===== config.mk =====
export PLATFORM = sky130hd
export DESIGN_NAME = lcd_text_engine
export DESIGN_NICKNAME = d
export VERILOG_FILES = /design/src/rtl/lcd_pkg.sv /design/src/rtl/lcd_tick_gen.sv /design/src/rtl/lcd_text_engine.sv
export SDC_FILE = /design/constraint.sdc
export NUM_CORES = 1
export LEC_CHECK = 0
export CORE_UTILIZATION = 55
export DETAILED_ROUTE_END_ITERATION = 7
export PLACE_DENSITY = 0.8
export SETUP_SLACK_MARGIN = 0.3
export SYNTH_ARGS = -nofsm -noshare
export SYNTH_HDL_FRONTEND = slang
export SYNTH_SLANG_ARGS = --single-unit

===== constraint.sdc =====
create_clock -name clk -period 4.05 [get_ports clk]
set_input_delay 0.81 -clock clk [delete_from_list [all_inputs] [get_ports clk]]
set_output_delay 0.81 -clock clk [all_outputs]
set_load 0.05 [all_outputs]

===== src/rtl/lcd_pkg.sv =====
// Shared types and constants for the HD44780 character-LCD text engine.
package lcd_pkg;

    typedef enum logic [2:0] {
        ST_INIT,
        ST_IDLE,
        ST_ADDR,
        ST_CHAR,
        ST_FIN
    } lcd_state_t;

    typedef enum logic [1:0] {
        PH_SETUP,
        PH_PULSE,
        PH_HOLD
    } lcd_phase_t;

    localparam logic [7:0] CMD_FUNC_SET  = 8'h38;
    localparam logic [7:0] CMD_DISP_ON   = 8'h0C;
    localparam logic [7:0] CMD_CLEAR     = 8'h01;
    localparam logic [7:0] CMD_ENTRY     = 8'h06;
    localparam logic [7:0] CMD_SET_DDRAM = 8'h80;
    localparam logic [7:0] CHAR_BLANK    = 8'h20;

    function automatic logic [7:0] init_cmd(input logic [1:0] idx);
        case (idx)
            2'd0:    return CMD_FUNC_SET;
            2'd1:    return CMD_DISP_ON;
            2'd2:    return CMD_CLEAR;
            default: return CMD_ENTRY;
        endcase
    endfunction

    // DDRAM start address of each display row (1602/2004 layout)
    function automatic logic [7:0] row_base(input logic [1:0] row);
        case (row)
            2'd0:    return 8'h00;
            2'd1:    return 8'h40;
            2'd2:    return 8'h14;
            default: return 8'h54;
        endcase
    endfunction

endpackage


===== src/rtl/lcd_tick_gen.sv =====
// Free-running divider: one-cycle tick every COUNT_MAX clk cycles.
module lcd_tick_gen #(
    parameter int unsigned COUNT_MAX = 800000
) (
    input  logic clk,
    input  logic reset,
    output logic tick
);

    localparam int unsigned CNT_W = (COUNT_MAX > 1) ? $clog2(COUNT_MAX) : 1;
    localparam logic [CNT_W-1:0] CNT_LAST = CNT_W'(COUNT_MAX - 1);

    logic [CNT_W-1:0] cnt;

    always_ff @(posedge clk) begin
        if (reset || cnt == CNT_LAST) begin
            cnt <= '0;
        end else begin
            cnt <= cnt + 1'b1;
        end
    end

    assign tick = (cnt == CNT_LAST);

endmodule


===== src/rtl/lcd_text_engine.sv =====
// HD44780 8-bit text engine: init sequence, host-writable character buffer, full-screen refresh.
// Optional macro LCD_AUTO_REFRESH_EN adds a periodic refresh after REFRESH_TICKS idle ticks.
module lcd_text_engine
    import lcd_pkg::*;
#(
    parameter int unsigned NUM_ROWS      = 2,
    parameter int unsigned NUM_COLS      = 16,
    parameter int unsigned COUNT_MAX     = 800000,
    parameter int unsigned REFRESH_TICKS = 64,
    localparam int unsigned RW = (NUM_ROWS > 1) ? $clog2(NUM_ROWS) : 1,
    localparam int unsigned CW = (NUM_COLS > 1) ? $clog2(NUM_COLS) : 1
) (
    input  logic          clk,
    input  logic          reset,
    input  logic          refresh_i,
    input  logic          wr_en,
    input  logic [RW-1:0] wr_row,
    input  logic [CW-1:0] wr_col,
    input  logic [7:0]    wr_char,
    output logic          busy_o,
    output logic          done_o,
    output logic          init_done_o,
    output logic          rs,
    output logic          rw,
    output logic          enable,
    output logic [7:0]    data
);

    localparam logic [RW:0]   ROWS_L   = (RW+1)'(NUM_ROWS);
    localparam logic [CW:0]   COLS_L   = (CW+1)'(NUM_COLS);
    localparam logic [RW-1:0] LAST_ROW = RW'(NUM_ROWS - 1);
    localparam logic [CW-1:0] LAST_COL = CW'(NUM_COLS - 1);

    lcd_state_t    state;
    lcd_phase_t    phase;
    logic [1:0]    init_idx;
    logic [RW-1:0] row;
    logic [CW-1:0] col;
    logic          pending;
    logic          tick;
    logic          auto_req;
    logic          start_req;
    logic [7:0]    xfer_byte;
    logic [7:0]    buffer [NUM_ROWS][NUM_COLS];

    lcd_tick_gen #(.COUNT_MAX(COUNT_MAX)) u_tick_gen (
        .clk   (clk),
        .reset (reset),
        .tick  (tick)
    );

    assign rw = 1'b0;

    always_ff @(posedge clk) begin
        if (reset) begin
            for (int unsigned r = 0; r < NUM_ROWS; r++) begin
                for (int unsigned c = 0; c < NUM_COLS; c++) begin
                    buffer[r][c] <= CHAR_BLANK;
                end
            end
        end else if (wr_en && ({1'b0, wr_row} < ROWS_L) && ({1'b0, wr_col} < COLS_L)) begin
            buffer[wr_row][wr_col] <= wr_char;
        end
    end

`ifdef LCD_AUTO_REFRESH_EN
    localparam int unsigned TW = $clog2(REFRESH_TICKS + 1);
    localparam logic [TW-1:0] TICKS_L = TW'(REFRESH_TICKS);
    logic [TW-1:0] idle_ticks;

    always_ff @(posedge clk) begin
        if (reset || (state == ST_IDLE && start_req)) begin
            idle_ticks <= '0;
        end else if (state == ST_IDLE && tick && idle_ticks != TICKS_L) begin
            idle_ticks <= idle_ticks + 1'b1;
        end
    end

    assign auto_req = (state == ST_IDLE) && (idle_ticks == TICKS_L);
`else
    assign auto_req = 1'b0;
`endif

    assign start_req = refresh_i | pending | auto_req;

    always_comb begin
        xfer_byte = '0;
        case (state)
            ST_INIT: xfer_byte = init_cmd(init_idx);
            ST_ADDR: xfer_byte = CMD_SET_DDRAM | row_base(2'(row));
            ST_CHAR: xfer_byte = buffer[row][col];
            default: xfer_byte = '0;
        endcase
    end

    always_ff @(posedge clk) begin
        if (reset) begin
            state       <= ST_INIT;
            phase       <= PH_SETUP;
            init_idx    <= '0;
            row         <= '0;
            col         <= '0;
            pending     <= 1'b0;
            busy_o      <= 1'b1;
            done_o      <= 1'b0;
            init_done_o <= 1'b0;
            rs          <= 1'b0;
            enable      <= 1'b0;
            data        <= '0;
        end else begin
            done_o <= 1'b0;
            if (state != ST_IDLE && refresh_i) begin
                pending <= 1'b1;
            end
            case (state)
                ST_IDLE: begin
                    if (start_req) begin
                        busy_o  <= 1'b1;
                        pending <= 1'b0;
                        row     <= '0;
                        col     <= '0;
                        phase   <= PH_SETUP;
                        state   <= ST_ADDR;
                    end
                end
                ST_FIN: begin
                    done_o <= 1'b1;
                    busy_o <= 1'b0;
                    state  <= ST_IDLE;
                end
                default: begin
                    // INIT, ADDR and CHAR share one 3-tick transfer; step advance happens at HOLD
                    if (tick) begin
                        case (phase)
                            PH_SETUP: begin
                                rs    <= (state == ST_CHAR);
                                data  <= xfer_byte;
                                phase <= PH_PULSE;
                            end
                            PH_PULSE: begin
                                enable <= 1'b1;
                                phase  <= PH_HOLD;
                            end
                            default: begin
                                enable <= 1'b0;
                                phase  <= PH_SETUP;
                                case (state)
                                    ST_INIT: begin
                                        if (init_idx == 2'd3) begin
                                            init_done_o <= 1'b1;
                                            busy_o      <= 1'b0;
                                            state       <= ST_IDLE;
                                        end else begin
                                            init_idx <= init_idx + 1'b1;
                                        end
                                    end
                                    ST_ADDR: begin
                                        col   <= '0;
                                        state <= ST_CHAR;
                                    end
                                    default: begin
                                        if (col == LAST_COL) begin
                                            if (row == LAST_ROW) begin
                                                state <= ST_FIN;
                                            end else begin
                                                row   <= row + 1'b1;
                                                state <= ST_ADDR;
                                            end
                                        end else begin
                                            col <= col + 1'b1;
                                        end
                                    end
                                endcase
                            end
                        endcase
                    end
                end
            endcase
        end
    end

endmodule


# ---- Word-level counts from Yosys, hierarchy flattened
# Memories as Yosys holds them, arrays and structs flattened. A register that Yosys moved wholly into a read port is not among the register bits.
# Cells that the tools add are included.
dict set report word_totals {
  elab_cells 127
  ram_bits 256
  mem_count 1
  ff_bits 46
}
# memory depth word_bits rd rd_clocked_by_memory_dff write_ports line
set memory_table {}
lappend memory_table {buffer 2 128 1 1 2 lcd_text_engine.sv:44} ;# logic [7:0] buffer [NUM_ROWS][NUM_COLS];
dict set report classes {
  reduce_logical 25
  eq_ne 18
  bitwise_logic 9
  add_sub_neg 4
  mux 54
  order_cmp 3
}
# op count
set ops {}
lappend ops {{$mux 128} 3}
lappend ops {{$reduce_or 128->1} 1}
lappend ops {{$bmux 8 s4} 1}
lappend ops {{$demux 8 s4} 1}
lappend ops {{$mux 8} 3}
lappend ops {{$pmux 8 s3} 1}
lappend ops {{$mux 1} 22}
lappend ops {{$add 20x1->20 const B} 1}
lappend ops {{$eq 20x20->1 const B} 1}
lappend ops {{$reduce_and 5->1} 4}
lappend ops {{$mux 3} 6}
lappend ops {{$pmux 6 s3} 1}
lappend ops {{$mux 4} 4}
lappend ops {{$pmux 4 s2} 2}
lappend ops {{$pmux 7 s2} 1}
lappend ops {{$pmux 3 s2} 2}
lappend ops {{$reduce_and 6->1} 2}
lappend ops {{$ge 5x5->1 const B} 2}
lappend ops {{$not 4->5} 2}
lappend ops {{$ne 3x1->1 const B} 3}
lappend ops {{$reduce_and 3->1} 3}
lappend ops {{$reduce_bool 3->1} 3}
lappend ops {{$pmux 2 s2} 2}
lappend ops {{$eq 3x2->1 const B} 2}
lappend ops {{other kinds (23)} 40}

# ---- Depth between registers and ports, before layout
dict set report logic_depth {
  word_depth 9
  mapped_depth 8
}

# ---- By module
# Synthesis repeated with hierarchy kept, for this count alone.
dict set report unflattened {
  cells_unflattened 934
  area_unflattened_um2 13251.5
}
# mod area_each_um2 instances cells_per_inst seq_area_each_um2
set by_module_without_submodules {}
lappend by_module_without_submodules {lcd_text_engine 12319.3 1 828 8227.9}
lappend by_module_without_submodules {lcd_tick_gen 932.1 1 106 400.4}

# ---- Least setup slack after synthesis
# Ideal clock, no wire load.
dict set report synth_path {
  kind {input port to flip-flop}
  startpoint {input reset}
  endpoint {memory buffer[0][24] (netlist bit) (enable)}
  n_path_buf 2
  path_slack_ps 1450
  setup_time_ps 329
  cell_stages 7
  t_arrival_ps 2270
  cell_sequence {nand2b_1 > clkbuf_1 > nor2_1 > and3_1 > clkbuf_1 > nand2_1 > nand2_1}
}
# element line
set synth_rtl {}
lappend synth_rtl {{start, declared} lcd_text_engine.sv:14} ;# input logic reset,
lappend synth_rtl {{end, declared} lcd_text_engine.sv:44}

==> metrics.txt <==
Port-buffer cells=29; GRT Resource Usage Total=27.7%; async set-reset flop share out of synthesis=0%; area leader, netlist=edfxtp_1; Hold-fix buffers, CTS=0; most numerous cell in the Yosys netlist=edfxtp_1; Int Pwr=5.01 mW; Ys Warns=0; synthesized cell area=13,200 um^2; I/O Pins=31; top post-synthesis cells by count=256 x edfxtp_1, 176 x nor2_1, 68 x nand2_1; Most used DFF post-synth=edfxtp_1; Yosys cell types=70; Max FO, Critical Path=8; ANT nets after route=0; Mapped Avg Cell Area=13.9 um^2; Critical Path Sink Type=flip-flop; Die Wd=157 um; fin crit share=76.3%; Peak VDD IR=0.000339 V; hold depth=2; final cell count without fillers=1,327; CP required=4.28 ns; drc violations=0; Setup TNS=0 ns; Sw Ratio=21.6%; clock share of power=39.1%; Syn Inst Count=950; slowest cell on the critical path=clkdlybuf4s50_1; RD Place Congestion=0.871; Slew Viols, Final=0; Core Area=23,500 um^2; R2R Path End=data[4]; FMAX=0.324 GHz; worst skew pair latency=0.57 ns; hold_sp=rs; Leak=4.75 nW; Post-CTS Setup Bufs=0; initial antenna violation count=3; CP delay by family, top=simple AND/OR/NAND/NOR gates; minimum clock period=3.09 ns; first-pass GRT wire length=48.9 mm; Routed WL=33.2 mm; row count=56; grt total ovfl=0; Synth area leaders=edfxtp_1 58%, mux4_2 11%, dfxtp_1 7.1%; Post-synth EDFFs=256; Post-Place Cell Area=13,900 um^2; drt first pass iters=5; sw power=1.38 mW; Final HPWL DP=21.3 mm; Die Span Y=157 um; area delta synth->final=11.9%; layout cells sized above 1=14.7%; # nets final=1,011; critical path's most frequent cell=nand2_1; htree depth=1; worst-case clock buffer depth=3; Root Buffer Master=clkbuf_16; HP Class=flip-flop to flip-flop; worst setup path category=primary input to flip-flop; die area=24,600 um^2; CTS tree=yes; flop-to-flop setup slack=1.29 ns; Final Skew=0.0203 ns; Comb pwr share=4.3%; Synth Register Bits=303; register area share after synthesis=65.5%; max_slew headroom=17.1%; CP arrival=3.31 ns; drt first-iter violations=1,162; final setup violating endpoints=0; sequential power share=56.6%; RSZ-0062 raised after global routing=false; vias in the first global route=8,163; post-synth top area share=58.3%; Mapped Nets=974; DR vias/cell=6.42; CP startpoint kind=primary input; Hold Path Sink=rs; Worst-path clk slew=0.06 ns; Fin Hold WS=0.450 ns; status=finished clean; Reg2Reg Depth=6; CP peak stage delay=0.59 ns; Critical path buffers and inverters=1; placed insts=1,275; via count=8,519; Worst-Margin Slew=1.24 ns; clock buffer count from CTS=29; post-CTS sizing=0; Critical Path Source=reset; clock sinks=303; WL/cell=25.0 um; crit-path cells=clkdlybuf4s50_1 > nand2b_1 > nor2_1 > and3_1 > nand2_1 > nand2_1; Final Hold Viols=0; initial core utilization=56.2%; largest net degree at the start of global routing=40; Pwr Density=434 nW/um^2; post-route design area=14,700 um^2; max-cap viol count=0
[per-stage QoR]
step | power (mW) | utilization, % | worst slack (ns)
after floorplan | 3.80 | - | 1.45
after global placement | 3.93 | 59.2 | 0.604
after detailed placement | 3.95 | 59.2 | 0.472
after CTS | 6.39 | 62.8 | 1.06
after global routing | 6.54 | 62.8 | 0.844
final | 6.40 | 62.8 | 0.962
[cell usage in the layout (no fill, tap or decap), types with 19 or more instances in the layout]
master / instances
nand3_1: 33
inv_1: 22
nor2_1: 176
nand2_1: 68
buf_4: 32
nor3_1: 19
edfxtp_1: 256
mux2i_1: 21
a21oi_1: 20
dfxtp_1: 44
clkdlybuf4s50_1: 29
clkbuf_16: 29
mux4_2: 63
[worst min-delay path: stages (launching register included)]
cell and delay, ns:
dfxtp_1 0.31, nand2_1 0.05, a21oi_1 0.05
[cell type report]
class / count / area [um^2]
clock inverters: 18 / 118
fillers: 1688 / 8720
clock buffers: 33 / 741
inverters: 23 / 86.3
multi-input cells: 568 / 4220
diodes: 1 / 2.50
repair buffers: 62 / 551
well taps: 319 / 399
flip-flops and latches: 303 / 8630
[kinds of logic (layout without fill, tap and decap cells)]
group           after synthesis  in the layout  share of synthesized area, %
simple gates                363            363                          12.7
flops                       303            303                          65.5
compound gates               95             95                          4.94
mux                          84             84                          12.4
buf+inv                      79            136                          2.65
xor+xnor                     18             18                          1.20
fa+ha+maj                     7              7                         0.664
other cells                   1              2                        0.0285
[worst max-delay path by stage]
| stage | endpoint | cells past startpoint |
|---|---|---|
| after floorplan | buffer[0][24] | 7 |
| after global placement | buffer[0][3] | 6 |
| after detailed placement | buffer[0][1] | 6 |
| after CTS | buffer[0][0] | 6 |
| after global routing | buffer[0][16] | 6 |
| final | buffer[0][20] | 6 |
[power by group through the flow]
stage               Clock, mW  Sequential (mW)  Combinational (mW)
global placement            0             3.67               0.265
floorplan                   0             3.65               0.154
global route             2.62             3.63               0.289
finish                   2.50             3.62               0.277
CTS                      2.50             3.62               0.272
detailed placement          0             3.68               0.270
[registers in the layout, summed over array words and instances, names as in the netlist, 2 cells and up, named ones only]
name and count:
init_idx 2, buffer 256, phase 2, col 4, u_tick_gen.cnt 20, data 8
state 3
[layer usage]
metal  global-route usage (%)  part of all wire [%]  vias up
met1                     36.7                    37     4190
met4                     10.5                   3.6        4
met3                     8.39                    13       93
met5                        0                  0.15        -
met2                     43.1                    47      575
li1                         -                     -     3657
Power figures use the tool's default switching activity.
